## src/rtl/uart_rx.sv

```systemverilog
// uart_rx: 8N1 serial receiver with an oversampled, synchronized input and
// a small receive FIFO presented through a valid/ready handshake.
//
// Ports:
//   clk         system clock, everything on the rising edge
//   rst         asynchronous active-high reset
//   rx_pin      asynchronous serial line, idle high
//   rx_data     FIFO head byte (zero while the FIFO is empty)
//   rx_valid    FIFO holds at least one byte
//   rx_ready    consumer takes the head byte when rx_valid & rx_ready
//   fifo_count  number of bytes held, 0..FIFO_DEPTH
//   frame_err   one-cycle pulse when a stop bit is sampled low
//   overrun     sticky flag: a byte was dropped because the FIFO was full
//   clr_err     synchronous clear of overrun (a new overrun wins)
module uart_rx #(
  parameter int CLKS_PER_BIT = 104,
  parameter int DATA_BITS    = 8,
  parameter int FIFO_DEPTH   = 4
) (
  input  logic                            clk,
  input  logic                            rst,
  input  logic                            rx_pin,
  output logic [DATA_BITS-1:0]            rx_data,
  output logic                            rx_valid,
  input  logic                            rx_ready,
  output logic [$clog2(FIFO_DEPTH):0]     fifo_count,
  output logic                            frame_err,
  output logic                            overrun,
  input  logic                            clr_err
);

  localparam int H  = CLKS_PER_BIT / 2;
  localparam int CW = $clog2(CLKS_PER_BIT);
  localparam int BW = $clog2(DATA_BITS + 1);
  localparam int AW = $clog2(FIFO_DEPTH);
  localparam int NW = AW + 1;

  typedef enum logic [2:0] {
    IDLE,
    START,
    DATA,
    STOP,
    WAIT_IDLE
  } state_t;

  state_t               state;
  logic                 sync1;
  logic                 rxs;
  logic [CW-1:0]        cnt;
  logic [BW-1:0]        bit_idx;
  logic [DATA_BITS-1:0] shift;

  logic [DATA_BITS-1:0] mem [FIFO_DEPTH];
  logic [AW-1:0]        wr_ptr;
  logic [AW-1:0]        rd_ptr;
  logic [NW-1:0]        count;

  logic                 push;
  logic                 pop;
  logic                 full;
  logic                 wr_en;

  // Two-flop synchronizer; flops reset to the idle (high) line level so a
  // reset never looks like a start edge.
  always_ff @(posedge clk or posedge rst) begin
    if (rst) begin
      sync1 <= 1'b1;
      rxs   <= 1'b1;
    end else begin
      sync1 <= rx_pin;
      rxs   <= sync1;
    end
  end

  // Character framing. cnt counts cycles within the current bit; the start
  // bit is checked half a bit after the edge, then every full bit period
  // lands in the middle of the next bit.
  always_ff @(posedge clk or posedge rst) begin
    if (rst) begin
      state     <= IDLE;
      cnt       <= '0;
      bit_idx   <= '0;
      shift     <= '0;
      frame_err <= 1'b0;
    end else begin
      frame_err <= 1'b0;
      case (state)
        IDLE: begin
          if (!rxs) begin
            state <= START;
            cnt   <= '0;
          end
        end
        START: begin
          if (cnt == CW'(H - 1)) begin
            cnt <= '0;
            if (rxs) begin
              state <= IDLE;
            end else begin
              state   <= DATA;
              bit_idx <= '0;
            end
          end else begin
            cnt <= cnt + 1'b1;
          end
        end
        DATA: begin
          if (cnt == CW'(CLKS_PER_BIT - 1)) begin
            cnt   <= '0;
            shift <= {rxs, shift[DATA_BITS-1:1]};
            if (bit_idx == BW'(DATA_BITS - 1)) begin
              state <= STOP;
            end else begin
              bit_idx <= bit_idx + 1'b1;
            end
          end else begin
            cnt <= cnt + 1'b1;
          end
        end
        STOP: begin
          if (cnt == CW'(CLKS_PER_BIT - 1)) begin
            cnt <= '0;
            if (rxs) begin
              state <= IDLE;
            end else begin
              frame_err <= 1'b1;
              state     <= WAIT_IDLE;
            end
          end else begin
            cnt <= cnt + 1'b1;
          end
        end
        WAIT_IDLE: begin
          // A held-low line (break) must not be mistaken for a new start bit.
          if (rxs) begin
            state <= IDLE;
          end
        end
        default: state <= IDLE;
      endcase
    end
  end

  // The push is taken on the stop-sample cycle itself so the byte is
  // visible on the very next cycle.
  assign push  = (state == STOP) && (cnt == CW'(CLKS_PER_BIT - 1)) && rxs;
  assign full  = (count == NW'(FIFO_DEPTH));
  assign pop   = rx_valid && rx_ready;
  assign wr_en = push && (!full || pop);

  // Storage needs no reset: only entries between the pointers are visible.
  always_ff @(posedge clk) begin
    if (wr_en) begin
      mem[wr_ptr] <= shift;
    end
  end

  // Pointer and occupancy bookkeeping. A simultaneous push and pop on a full
  // FIFO writes the slot being vacated, so nothing is lost.
  always_ff @(posedge clk or posedge rst) begin
    if (rst) begin
      wr_ptr  <= '0;
      rd_ptr  <= '0;
      count   <= '0;
      overrun <= 1'b0;
    end else begin
      if (wr_en) begin
        wr_ptr <= wr_ptr + 1'b1;
      end
      if (pop) begin
        rd_ptr <= rd_ptr + 1'b1;
      end
      case ({wr_en, pop})
        2'b10:   count <= count + 1'b1;
        2'b01:   count <= count - 1'b1;
        default: count <= count;
      endcase
      if (push && full && !pop) begin
        overrun <= 1'b1;
      end else if (clr_err) begin
        overrun <= 1'b0;
      end
    end
  end

  assign rx_valid   = (count != '0);
  assign rx_data    = rx_valid ? mem[rd_ptr] : '0;
  assign fifo_count = count;

endmodule
```

## config.mk

```make
export PLATFORM = sky130hd
export DESIGN_NAME = uart_rx
export DESIGN_NICKNAME = d
export VERILOG_FILES = /design/src/rtl/uart_rx.sv
export SDC_FILE = /design/constraint.sdc
export NUM_CORES = 1
export LEC_CHECK = 0
export ABC_AREA = 1
export BUFFER_PORTS_ARGS = -buffer_cell sky130_fd_sc_hd__buf_2
export CAP_MARGIN = 25
export CORE_ASPECT_RATIO = 1.4
export CORE_UTILIZATION = 37
export CTS_CLUSTER_DIAMETER = 100
export DETAILED_ROUTE_END_ITERATION = 12
export GPL_TIMING_DRIVEN = 0
export MAX_ROUTING_LAYER = met4
export PLACE_DENSITY = 0.55
export SKIP_CTS_REPAIR_TIMING = 1
export SLEW_MARGIN = 25
export SYNTH_ARGS = -nofsm -noshare
export SYNTH_HDL_FRONTEND = slang
export SYNTH_SLANG_ARGS = --single-unit
```

## constraint.sdc

```tcl
create_clock -name clk -period 4.2 [get_ports clk]
set_input_delay 0.42 -clock clk [delete_from_list [all_inputs] [get_ports clk]]
set_output_delay 0.42 -clock clk [all_outputs]
set_load 0.02 [all_outputs]
```

After elaboration in Yosys (flattened, before gate mapping)
Memories as Yosys holds them, arrays and structs flattened.
Index checks and enable logic that the tools add are counted.
W data, S select, Z words.
{"block": "word_totals", "regBits": 33, "ramBits": 32, "out_inout_bits": 14, "wordCells": 83, "n_memories": 1}
{"block": "classes", "addsub": 6, "n_eq_ne": 18, "n_mux": 27, "reduce_logical": 20}
{"name": "mem", "depth": 4, "width": 8, "rd": 1, "rd_clocked_by_memory_dff": 0, "write_ports": 1, "line": "53", "rtl": "logic [DATA_BITS-1:0] mem [FIFO_DEPTH];"}
{"cell": "$mux W3", "n": 7}
{"cell": "$mux W7", "n": 3}
{"cell": "$pmux W7 S3", "n": 1}
{"cell": "$mux W4", "n": 4}
{"cell": "$ne A2 B2 Y1 const B", "n": 8}
{"cell": "$pmux W3 S5", "n": 1}
{"cell": "$mux W8", "n": 1}
{"cell": "$pmux W4 S2", "n": 1}
{"cell": "$add A7 B1 Y7 const B", "n": 1}
{"cell": "$eq A7 B6 Y1 const B", "n": 1}
{"cell": "$eq A7 B7 Y1 const B", "n": 1}
{"cell": "$mux W1", "n": 7}
{"cell": "$eq A3 B2 Y1 const B", "n": 2}
{"cell": "$eq A3 B3 Y1 const B", "n": 2}
{"cell": "$logic_and A1 B1 Y1", "n": 6}
{"cell": "$pmux W3 S2", "n": 1}
{"cell": "$reduce_and A6 Y1", "n": 1}
{"cell": "$reduce_bool A2 Y1", "n": 3}
{"cell": "$reduce_bool A3 Y1", "n": 2}
{"cell": "$reduce_and A5 Y1", "n": 1}
{"cell": "$add A2 B1 Y2 const B", "n": 2}
{"cell": "$add A4 B1 Y4 const B", "n": 1}
{"cell": "$eq A4 B3 Y1 const B", "n": 1}
{"cell": "$reduce_and A2 Y1", "n": 2}
{"cell": "10 further kinds", "n": 11}

Logic depth before layout (Yosys ltp)
{"block": "depth", "word_depth": 6, "ltp_mapped": 14, "mapped_depth_nobuf": 14}

Least setup slack after synthesis
Ideal clock, no wire load.
{"block": "synth_path", "path_kind": "register to register", "from": "register cnt[0]", "to": "memory mem[0][0] (enable)", "setup_time_ns": 0.371, "arrival_time_ns": 1.485, "setup_slack_ns": 2.344, "stages_incl_launch_ff": 8, "synth_period_minus_slack_ns": 1.856, "cell_sequence": "dfrtp_1 > ha_1 > nand2_2 > nor2_2 > nand2_2 > nor2_1 > nand2_1 > nor2_1"}
{"block": "synth_between", "elab_chain_cells": 6}
{"item": "start: declaration", "line": "49", "rtl": "logic [CW-1:0] cnt;"}
{"item": "start signal: assignment", "line": "104", "rtl": "cnt <= cnt + 1'b1;"}
{"item": "start signal: assignment", "line": "117", "rtl": "cnt <= cnt + 1'b1;"}
{"item": "start signal: assignment", "line": "130", "rtl": "cnt <= cnt + 1'b1;"}
{"item": "$eq A7 B7 Y1", "line": "146", "rtl": "assign push = (state == STOP) && (cnt == CW'(CLKS_PER_BIT - 1)) && rxs;"}
{"item": "$logic_and A1 B1 Y1 (2 in a row)", "line": "146"}
{"item": "$logic_and A1 B1 Y1", "line": "149", "rtl": "assign wr_en = push && (!full || pop);"}
{"item": "$mux W1", "line": "153", "rtl": "if (wr_en) begin"}
{"item": "$mux W1 (implied by the code)", "line": "154", "rtl": "mem[wr_ptr] <= shift;"}
{"item": "end: declaration", "line": "53"}
Every way passes these cells.

Worst setup path after layout
{"block": "layout_path", "from": "register rd_ptr[0]", "to": "output rx_data[7]"}
{"block": "layout_between", "elab_chain_cells": 2}
{"item": "start: declaration", "line": "55", "rtl": "logic [AW-1:0] rd_ptr;"}
{"item": "start signal: assignment", "line": "171", "rtl": "rd_ptr <= rd_ptr + 1'b1;"}
{"item": "$mem_v2 Z4 W8"}
{"item": "$mux W8", "line": "187", "rtl": "assign rx_data = rx_valid ? mem[rd_ptr] : '0;"}
{"item": "end: declaration", "line": "23", "rtl": "output logic [DATA_BITS-1:0] rx_data,"}
Every way passes these cells.

==> reports/metrics.cfg <==
[outcome]
outcome = finished clean

[timing]
slew_viol_final = 0
rsz0062_at_grt = false
finalCritPeriodShare_pct = 55.7
clock.fmax_mhz = 427
finClkSkew_ns = 0.0109
setup_viol = 0
worst_pin_slew_ns = 0.806
fin_crit_ns = 2.34
max_slew_margin_pct = 46.1
tns_ns = 0
hold_violations = 0

[power_and_ir_drop]
p_per_area_nw_per_um2 = 523
max-vdd-ir-drop_mv = 0.208
p_leak_nw = 1.67

[clock_tree]
clockBufferDepth = 2
h-tree-depth = 3
cts_tree = yes
ctsRootBufferMaster = clkbuf_8
worstSkewPairLatency_ns = 0.34
cts.sinks = 65
clk_pin_slew_ns = 0.07
numCtsBuffers = 9

[synth]
ys_seq_area_share_pct = 58.5
syn-num-nets = 299
synthTopCellsByArea = edfxtp_1 31%, dfrtp_1 25%, nor2_1 7.4%
postSynthCellCount = 287
synth_cell_types = 37
netlist_top_cells_count = 60 x nor2_1, 32 x edfxtp_1, 31 x dfrtp_1, 26 x nand2_1, 24 x inv_1
netlist_area_um2 = 3060
synth_edf_count = 32
yosysMostFrequentCell = nor2_1
synth.avg_cell_area_um2 = 10.7
async_reset_ff_share_pct = 50.8
ys_warn_count = 0
yosysTopAreaCellShare_pct = 31.4
synth_top_area_cell = edfxtp_1
synthFlopType = edfxtp_1
yosys_register_bits = 65

[grt]
overflow = 0
grt_use_total_pct = 15.1
grt_pass1_wl_um = 9520
grt_pass1_vias = 1952
grt_max_degree = 34
antenna_found_initial = 0

[worst_setup_path]
critical-path-max-stage-delay_ns = 0.36
rr_worst_depth = 7
crit_fanout = 10
cp_cell_sequence = buf_2 -> inv_2 -> clkbuf_1 -> o21ai_0 -> a21oi_1 -> buf_2
worstPathRequired_ns = 3.78
worst-endpoint-arrival_ns = 1.92
timing.rr.end = mem[3][4]$_DFFE_PP_
critPathTopFamily = buffers and inverters
path_buf_inv = 4
crit_type = reg -> out
crit_path_end_kind = output pin
r2r_start = cnt[0]$_DFFE_PP0P_
start_kind = flip-flop
reg2reg_slack_ns = 1.90
crit_top_cell = buf_2
cp_slowest_cell = dfrtp_1

[cells_and_area]
fin_nets = 328
fin_cells = 421
fin_area_um2 = 3520
syn2layout_area_growth_pct = 15.0
fin_util_pct = 44.6
diodes = 0
drive_gt1_share_pct = 23.7

[min_path]
hp-start = rx_pin
min_to = sync1$_DFF_PP1_
hp-class = in -> reg
hold_depth = 1

[detailed_routing]
drc = 0
via_per_inst = 4.76
detailroute.via_count = 2005
wl_per_cell_um = 13.3
wirelength_um = 5610
first_pass_iters = 5
drt_iter0_markers = 122
ant_nets = 0

[floorplanning]
start_util_pct = 38.8
dieArea_um2 = 8640
dieHeight_um = 110
core.rowCount = 38
ios = 19
die_w_um = 78.9
coreArea_um2 = 7890

[place]
port_buffers = 18
post-place-cells = 405
placed_cell_area_um2 = 3280
gp_congestion = 0.773
hpwl_um = 3850

[run]
cap_violations = 0

-- sequential cells by signal, indices dropped and copies added (netlist names) --
| name | cells |
|---|---|
| rd_ptr | 2 |
| rxs | 1 |
| fifo_count | 3 |
| sync1 | 1 |
| bit_idx | 4 |
| state | 3 |
| shift | 8 |
| wr_ptr | 2 |
| overrun | 1 |
| frame_err | 1 |
| cnt | 7 |
| mem | 32 |
-- worst max-delay path by stage --
stage / depth (start not counted) / to / startpoint / slack [ns]
finish: 6 / rx_data[7] / rd_ptr[0]$_DFFE_PP0P_ / 1.86
global route: 7 / mem[2][4]$_DFFE_PP_ / cnt[0]$_DFFE_PP0P_ / 1.69
CTS: 6 / rx_data[7] / rd_ptr[0]$_DFFE_PP0P_ / 1.80
detailed placement: 7 / mem[3][5]$_DFFE_PP_ / cnt[0]$_DFFE_PP0P_ / 1.85
global placement: 7 / mem[2][5]$_DFFE_PP_ / cnt[0]$_DFFE_PP0P_ / 1.84
floorplan: 7 / mem[0][0]$_DFFE_PP_ / cnt[0]$_DFFE_PP0P_ / 2.34
-- through the flow --
stage	hold slack (ns)	total power, W	setup slack, ns
after floorplan	0.345	0.00107	2.34
after global placement	0.346	0.00122	1.84
final	0.182	0.00184	1.86
after global routing	0.164	0.00196	1.69
after detailed placement	0.347	0.00123	1.85
after CTS	0.166	0.00186	1.80
-- power breakdown --
part	switching [W]	total [W]	internal [W]
Sequential	0.0000165	0.000707	0.000690
Clock	0.000242	0.000636	0.000394
Combinational	0.000335	0.000498	0.000163
Total	0.000594	0.00184	0.00125
-- logic make-up after synthesis --
group / synth area share, %
flip-flops: 58.5
XOR/XNOR: 1.43
AO/OA/AOI/OAI: 9.85
adder cells (fa/ha/maj): 3.11
multiplexers: 3.43
buffers and inverters: 5.11
AND/OR/NAND/NOR: 18.6
-- per-layer routing --
| layer | share of wire (%) | global-route usage, % | vias to the layer above |
|---|---|---|---|
| li1 | - | - | 1018 |
| met1 | 45 | 17.8 | 948 |
| met2 | 51 | 24.7 | 33 |
| met3 | 2.9 | 4.56 | 6 |
| met4 | 1.1 | 4.68 | 0 |
| met5 | 0 | - | - |
-- cell type report --
| type | count | area (um^2) |
|---|---|---|
| plain buffers | 6 | 47.5 |
| clock buffers | 9 | 124 |
| clock inverters | 7 | 119 |
| fillers | 768 | 4370 |
| inverters | 28 | 109 |
| multi-input cells | 188 | 1110 |
| flip-flops and latches | 65 | 1790 |
| well taps | 100 | 125 |
| repair buffers | 18 | 90.1 |
-- cell usage in the layout (no fill, tap or decap), types with 2 or more instances in the layout --
master,count
nand2_1,26
bufinv_16,3
nand2_4,2
nand4_1,2
mux2_4,7
o21ai_0,18
xor2_1,5
buf_2,21
inv_2,3
o21ai_1,6
o21ai_2,4
nor2_1,60
a21oi_1,18
inv_1,23
nor2_2,3
nand2_2,9
clkinv_4,2
edfxtp_1,32
nand3_1,10
ha_1,6
dfstp_2,2
dfrtp_1,31
clkbuf_8,10
-- worst register-to-register path, stage by stage (launching register included) --
cell and delay (ns):
dfrtp_1 0.40, ha_1 0.22, nand2_2 0.09, nor2_2 0.12
nand2_2 0.10, nor2_1 0.17, nand2_1 0.18, nor2_1 0.66
Power figures use the tool's default switching activity.
